`src/rtl/round_scheduler.sv`:
```
// round_scheduler: round sequencer for a reaction game.
// Waits a pseudo-random delay, lights one random target LED for a level-dependent
// window, reports hit_ack or miss, and ends the game when the seconds counter expires.
// Optional feature: define ROUND_SCHED_PAUSE_EN to add a pause input that freezes
// every timer (prescaler, delay, window, seconds) and ignores hit while asserted.
module round_scheduler #(
  parameter int CLK_HZ         = 50_000_000,
  parameter int LED_NUM        = 18,
  parameter int GAME_SECONDS   = 60,
  parameter int MIN_DELAY_MS   = 500,
  parameter int MAX_DELAY_MS   = 2047,
  parameter int BASE_WINDOW_MS = 1000,
  parameter int MIN_WINDOW_MS  = 200
) (
  input  logic                              clk,
  input  logic                              rst_n,
  input  logic                              start,
  input  logic                              hit,
  input  logic [3:0]                        level,
`ifdef ROUND_SCHED_PAUSE_EN
  input  logic                              pause,
`endif
  output logic                              led_on,
  output logic [$clog2(LED_NUM)-1:0]        led_index,
  output logic [$clog2(GAME_SECONDS+1)-1:0] seconds_left,
  output logic                              hit_ack,
  output logic                              miss,
  output logic                              game_over
);

  localparam int DIV    = CLK_HZ / 1000;
  localparam int PW     = (DIV > 1) ? $clog2(DIV) : 1;
  localparam int DW     = $clog2(MAX_DELAY_MS + 1);
  localparam int WMAX   = (BASE_WINDOW_MS > MIN_WINDOW_MS) ? BASE_WINDOW_MS : MIN_WINDOW_MS;
  localparam int WW     = $clog2(WMAX + 1);
  localparam int LW     = $clog2(LED_NUM);
  localparam int SW     = $clog2(GAME_SECONDS + 1);
  localparam int DRANGE = MAX_DELAY_MS - MIN_DELAY_MS + 1;
  localparam logic [15:0] LFSR_SEED = 16'hACE1;

  typedef enum logic [1:0] {IDLE, DELAY, WINDOW, DONE} state_t;

  state_t             state;
  logic [PW-1:0]      presc;
  logic [9:0]         ms_cnt;
  logic [DW-1:0]      delay_cnt;
  logic [WW-1:0]      window_cnt;
  logic [15:0]        lfsr;

  logic               paused;
  logic               running;
  logic               ms_tick;
  logic               hit_eff;
  logic               sec_expire;
  logic [15:0]        lfsr_next;
  logic [DW-1:0]      delay_load;
  logic signed [15:0] win_raw;
  logic [WW-1:0]      window_load;
  logic [LW-1:0]      led_pick;

`ifdef ROUND_SCHED_PAUSE_EN
  assign paused = pause;
`else
  assign paused = 1'b0;
`endif

  // Timers only advance while a game is in progress and not frozen.
  assign running    = ((state == DELAY) || (state == WINDOW)) && !paused;
  assign ms_tick    = running && (presc == PW'(DIV - 1));
  assign hit_eff    = hit && !paused;
  assign sec_expire = ms_tick && (ms_cnt == 10'd999) && (seconds_left == SW'(1));

  // Fibonacci LFSR for x^16+x^14+x^13+x^11+1.
  assign lfsr_next = {lfsr[0] ^ lfsr[2] ^ lfsr[3] ^ lfsr[5], lfsr[15:1]};

  // Random pre-target delay and target LED derived from the current LFSR state.
  assign delay_load = DW'(32'(MIN_DELAY_MS) + ({16'd0, lfsr} % 32'(DRANGE)));
  assign led_pick   = LW'({16'd0, lfsr} % 32'(LED_NUM));

  // Window shrinks by 200 ms per level; signed math lets high levels go negative before clamping.
  assign win_raw     = $signed(16'(BASE_WINDOW_MS)) - $signed({12'd0, level}) * 16'sd200;
  assign window_load = (win_raw < $signed(16'(MIN_WINDOW_MS))) ? WW'(MIN_WINDOW_MS) : WW'(win_raw);

  // Round FSM with all timers and registered outputs; priority is expiry > start > hit > window end.
  always_ff @(posedge clk or negedge rst_n) begin
    if (!rst_n) begin
      state        <= IDLE;
      presc        <= '0;
      ms_cnt       <= '0;
      delay_cnt    <= '0;
      window_cnt   <= '0;
      lfsr         <= LFSR_SEED;
      led_on       <= 1'b0;
      led_index    <= '0;
      seconds_left <= '0;
      hit_ack      <= 1'b0;
      miss         <= 1'b0;
      game_over    <= 1'b0;
    end else begin
      lfsr    <= lfsr_next;
      hit_ack <= 1'b0;
      miss    <= 1'b0;

      if (running) begin
        presc <= (presc == PW'(DIV - 1)) ? '0 : presc + 1'b1;
      end

      case (state)
        IDLE: begin
          if (start) begin
            state        <= DELAY;
            seconds_left <= SW'(GAME_SECONDS);
            delay_cnt    <= delay_load;
            presc        <= '0;
            ms_cnt       <= '0;
            led_on       <= 1'b0;
            game_over    <= 1'b0;
          end
        end

        DELAY, WINDOW: begin
          if (sec_expire) begin
            state        <= DONE;
            seconds_left <= '0;
            led_on       <= 1'b0;
            game_over    <= 1'b1;
          end else if (start) begin
            state  <= IDLE;
            led_on <= 1'b0;
          end else begin
            if (ms_tick) begin
              if (ms_cnt == 10'd999) begin
                ms_cnt       <= '0;
                seconds_left <= seconds_left - 1'b1;
              end else begin
                ms_cnt <= ms_cnt + 1'b1;
              end
            end

            if (state == DELAY) begin
              if (ms_tick) begin
                if (delay_cnt <= DW'(1)) begin
                  state      <= WINDOW;
                  led_on     <= 1'b1;
                  led_index  <= led_pick;
                  window_cnt <= window_load;
                end else begin
                  delay_cnt <= delay_cnt - 1'b1;
                end
              end
            end else begin
              if (hit_eff) begin
                state     <= DELAY;
                hit_ack   <= 1'b1;
                led_on    <= 1'b0;
                delay_cnt <= delay_load;
              end else if (ms_tick) begin
                if (window_cnt <= WW'(1)) begin
                  state     <= DELAY;
                  miss      <= 1'b1;
                  led_on    <= 1'b0;
                  delay_cnt <= delay_load;
                end else begin
                  window_cnt <= window_cnt - 1'b1;
                end
              end
            end
          end
        end

        DONE: begin
          if (start) begin
            state     <= IDLE;
            game_over <= 1'b0;
          end
        end

        default: state <= IDLE;
      endcase
    end
  end

endmodule

```
`config.mk`:
```
export PLATFORM = sky130hd
export DESIGN_NAME = round_scheduler
export DESIGN_NICKNAME = d
export VERILOG_FILES = /design/src/rtl/round_scheduler.sv
export SDC_FILE = /design/constraint.sdc
export NUM_CORES = 1
export LEC_CHECK = 0
export ABC_CLOCK_PERIOD_IN_PS = 11800
export CAP_MARGIN = 20
export CORE_ASPECT_RATIO = 0.8
export CORE_MARGIN = 3
export CORE_UTILIZATION = 45
export CTS_BUF_LIST = sky130_fd_sc_hd__clkbuf_8
export CTS_CLUSTER_DIAMETER = 80
export DETAILED_ROUTE_END_ITERATION = 6
export GPL_TIMING_DRIVEN = 0
export PLACE_DENSITY = 0.63
export SLEW_MARGIN = 20
export SYNTH_ARGS = -nofsm -noshare
export SYNTH_HDL_FRONTEND = slang
export SYNTH_SLANG_ARGS = --single-unit
```
`constraint.sdc`:
```
create_clock -name clk -period 11.8 [get_ports clk]
set_clock_uncertainty 0.15 [all_clocks]
set_input_delay 2.95 -clock clk [delete_from_list [all_inputs] [get_ports clk]]
set_output_delay 2.95 -clock clk [all_outputs]
set_load 0.05 [all_outputs]
```
==> out/qor.txt <==
Startpoint Class - register
Die area - 23500 um2
DRT Pass-1 Iters - 5
Wirelength per Cell - 16.9 um
Worst-path clk slew - 0.08 ns
TritonCTS Buffers - 9
Crit Path Category - register to register
Primary FF master, synth - dfrtp_1
CP most frequent cell - o211ai_1
Number of global-route vias before repair - 8980
Status - finished, final reports clean
Max-cap violations - 0
Min-delay src - lfsr[6]
Worst-Margin Slew - 0.915 ns
CTS Root Cell - clkbuf_8
Placed Area - 10300 um2
R2R Setup Slk - 1.06 ns
Global route overflow - 0
Maximum clock frequency - 93.1 MHz
Synthesized cell area - 9740 um2
Crit end category - register
Leading cell type in the layout, fill and taps excluded - nor2_1
Cell with the biggest individual delay on the critical path - o41ai_2
Crit Path Max Fanout - 10
Sink Count - 80
Diode count - 0
Core Area - 21000 um2
Antenna Violating Nets Remaining - 0
Detailed Place HPWL - 21100 um
RD Place Congestion - 0.909
Rel. slew slack - 0.374
Slew Viols, Final - 0
DR iter-0 viols - 964
Synthesis Warnings - 0
Post-CTS resize count - 0
Clk_lat worst skew - 0.37 ns
Layout cells sized above 1 - 0.0919
Buffers on Ports - 21
Hold Path Class - register to register
Worst hold stages - 0
EDFF count, synth - 0
Synth cell types - 117
Synth Register Bits - 80
CTS H-tree depth - 3
RSZ-0062 raised after global routing - no
Cell count after synthesis - 1322
Starting Density - 0.464
Data arrival, critical path - 10.85 ns
Clock Tree Buf Depth - 2
Final WL - 27500 um
Post-synthesis sequential area ratio - 0.207
Worst R2R End - led_index[1]
Overall Power - 0.953 mW
Fillcell total - 2094
Layout Nets - 1391
Asr flop ratio synth - 1.00
Setup_tns - 0 ns
Die width - 171 um
Mapped Nets - 1357
Worst VDD drop - 0.0734 mV
Post-CTS setup buffers - 0
Row count - 47
Overall Global Routing Usage - 0.231
Final setup fails - 0
Crit share post-route - 0.910
IO Pins - 23
# hold bufs at CTS - 0
Vias/cell - 6.29
Most frequent cells in the layout - nor2_1 (143), nand2_1 (124), o21ai_0 (93)
Area grow syn2layout - 7.91%
DR vias - 10.2k
Antenna violations before repair - 0
First-pass GRT wire length - 45700 um
Final worst path period need - 10.74 ns
CP max stage delay - 0.80 ns
Hold Fails Final Rpt - 0
Final instance area - 10500 um2
CTS tree - yes
DRC Markers - 0
Avg Inst Size Synth - 7.37 um2
Critical Path RT - 11.91 ns
WHS - 0.214 ns
Die Ht - 138 um
Largest net degree at the start of global routing - 45
Reg2reg path depth - 34
Static Leak - 4.28 nW
Pwr/cell area - 90.7 nW/um2
WHS Endpoint - lfsr[5]
R2R Path Start - lfsr[14]
==> critical path, delay by kind of cell, from the launching register on <==
family / cells / cell delay, ns
compound gates: 13 / 4.35
fa+ha+maj: 1 / 0.40
buf+inv: 4 / 0.73
flops: 1 / 0.38
mux: 3 / 0.78
simple gates: 13 / 3.84
==> synth_stat cells (18+ instances only) <==
cell type  number  area share
ha_1           26       0.033
nand3_1        53       0.027
nor2_1        143       0.055
nand2_1       124       0.048
inv_1          44       0.017
nand2b_1       18       0.012
xnor2_1        50       0.045
o21ai_0        93       0.048
o211ai_1       25       0.019
a31oi_1        22       0.014
nor4_1         21       0.013
clkbuf_1       44       0.017
dfrtp_1        72        0.18
a21oi_1        92       0.047
xor2_1         28       0.025
nor3_1         61       0.031
==> logic make-up after synthesis <==
| kind of cell | share of synthesized area |
|---|---|
| and+or+nand+nor | 0.298 |
| muxes | 0.0221 |
| adders and majority gates | 0.0385 |
| xor gates and xnor gates | 0.0701 |
| buffers and inverters | 0.0468 |
| AOI/OAI and AO/OA | 0.318 |
| DFF | 0.207 |
==> worst max-delay path by stage <==
stage              endpoint  startpoint
2_1_floorplan  led_index[1]    lfsr[14]
3_3_place_gp   led_index[1]    lfsr[14]
3_5_place_dp   led_index[1]    lfsr[14]
4_1_cts        led_index[1]    lfsr[14]
5_1_grt        led_index[1]    lfsr[14]
6_report       led_index[1]    lfsr[14]
==> per-stage QoR <==
stage / setup WS (ns) / instances / util
final: 1.06 / 1629 / 0.501
after global routing: 0.302 / 1629 / 0.501
after CTS: 1.24 / 1629 / 0.501
after detailed placement: 1.27 / 1614 / 0.492
after global placement: 1.30 / 1612 / 0.490
after floorplan: 2.86 / 1322 / -
==> routing by layer <==
metal / GRT usage / up-vias / wire, um
li1: - / 5036 / -
met1: 0.379 / 4913 / 14700
met2: 0.321 / 281 / 11100
met3: 0.0361 / 13 / 1570
met4: 0.0252 / 0 / 108
met5: 0 / - / 0
==> registers in the layout, indices dropped and copies added (netlist names) <==
register / cells
seconds_left: 6
state: 2
delay_cnt: 11
lfsr: 16
miss: 1
led_index: 5
window_cnt: 10
presc: 16
led_on: 1
game_over: 1
ms_cnt: 10
hit_ack: 1
==> area by class of cell <==
| class | count | area (um2) | share of cell area |
|---|---|---|---|
| clock buffer | 9 | 124 | 0.0118 |
| timing repair buffer | 23 | 243 | 0.0231 |
| buffer | 63 | 275 | 0.0262 |
| multi-input combinational | 1131 | 7280 | 0.693 |
| clock inverter | 6 | 61.3 | 0.00583 |
| inverter | 48 | 180 | 0.0171 |
| sequential | 80 | 2010 | 0.191 |
| tap | 269 | 337 | 0.0320 |
==> power breakdown <==
| part | switching (mW) | internal (mW) | leakage (nW) |
|---|---|---|---|
| Sequential | 0.0450 | 0.319 | 1.04 |
| Clock | 0.103 | 0.0957 | 0.0948 |
| Combinational | 0.264 | 0.127 | 3.14 |
| Total | 0.412 | 0.542 | 4.28 |
(Power assumes the default switching activity.)
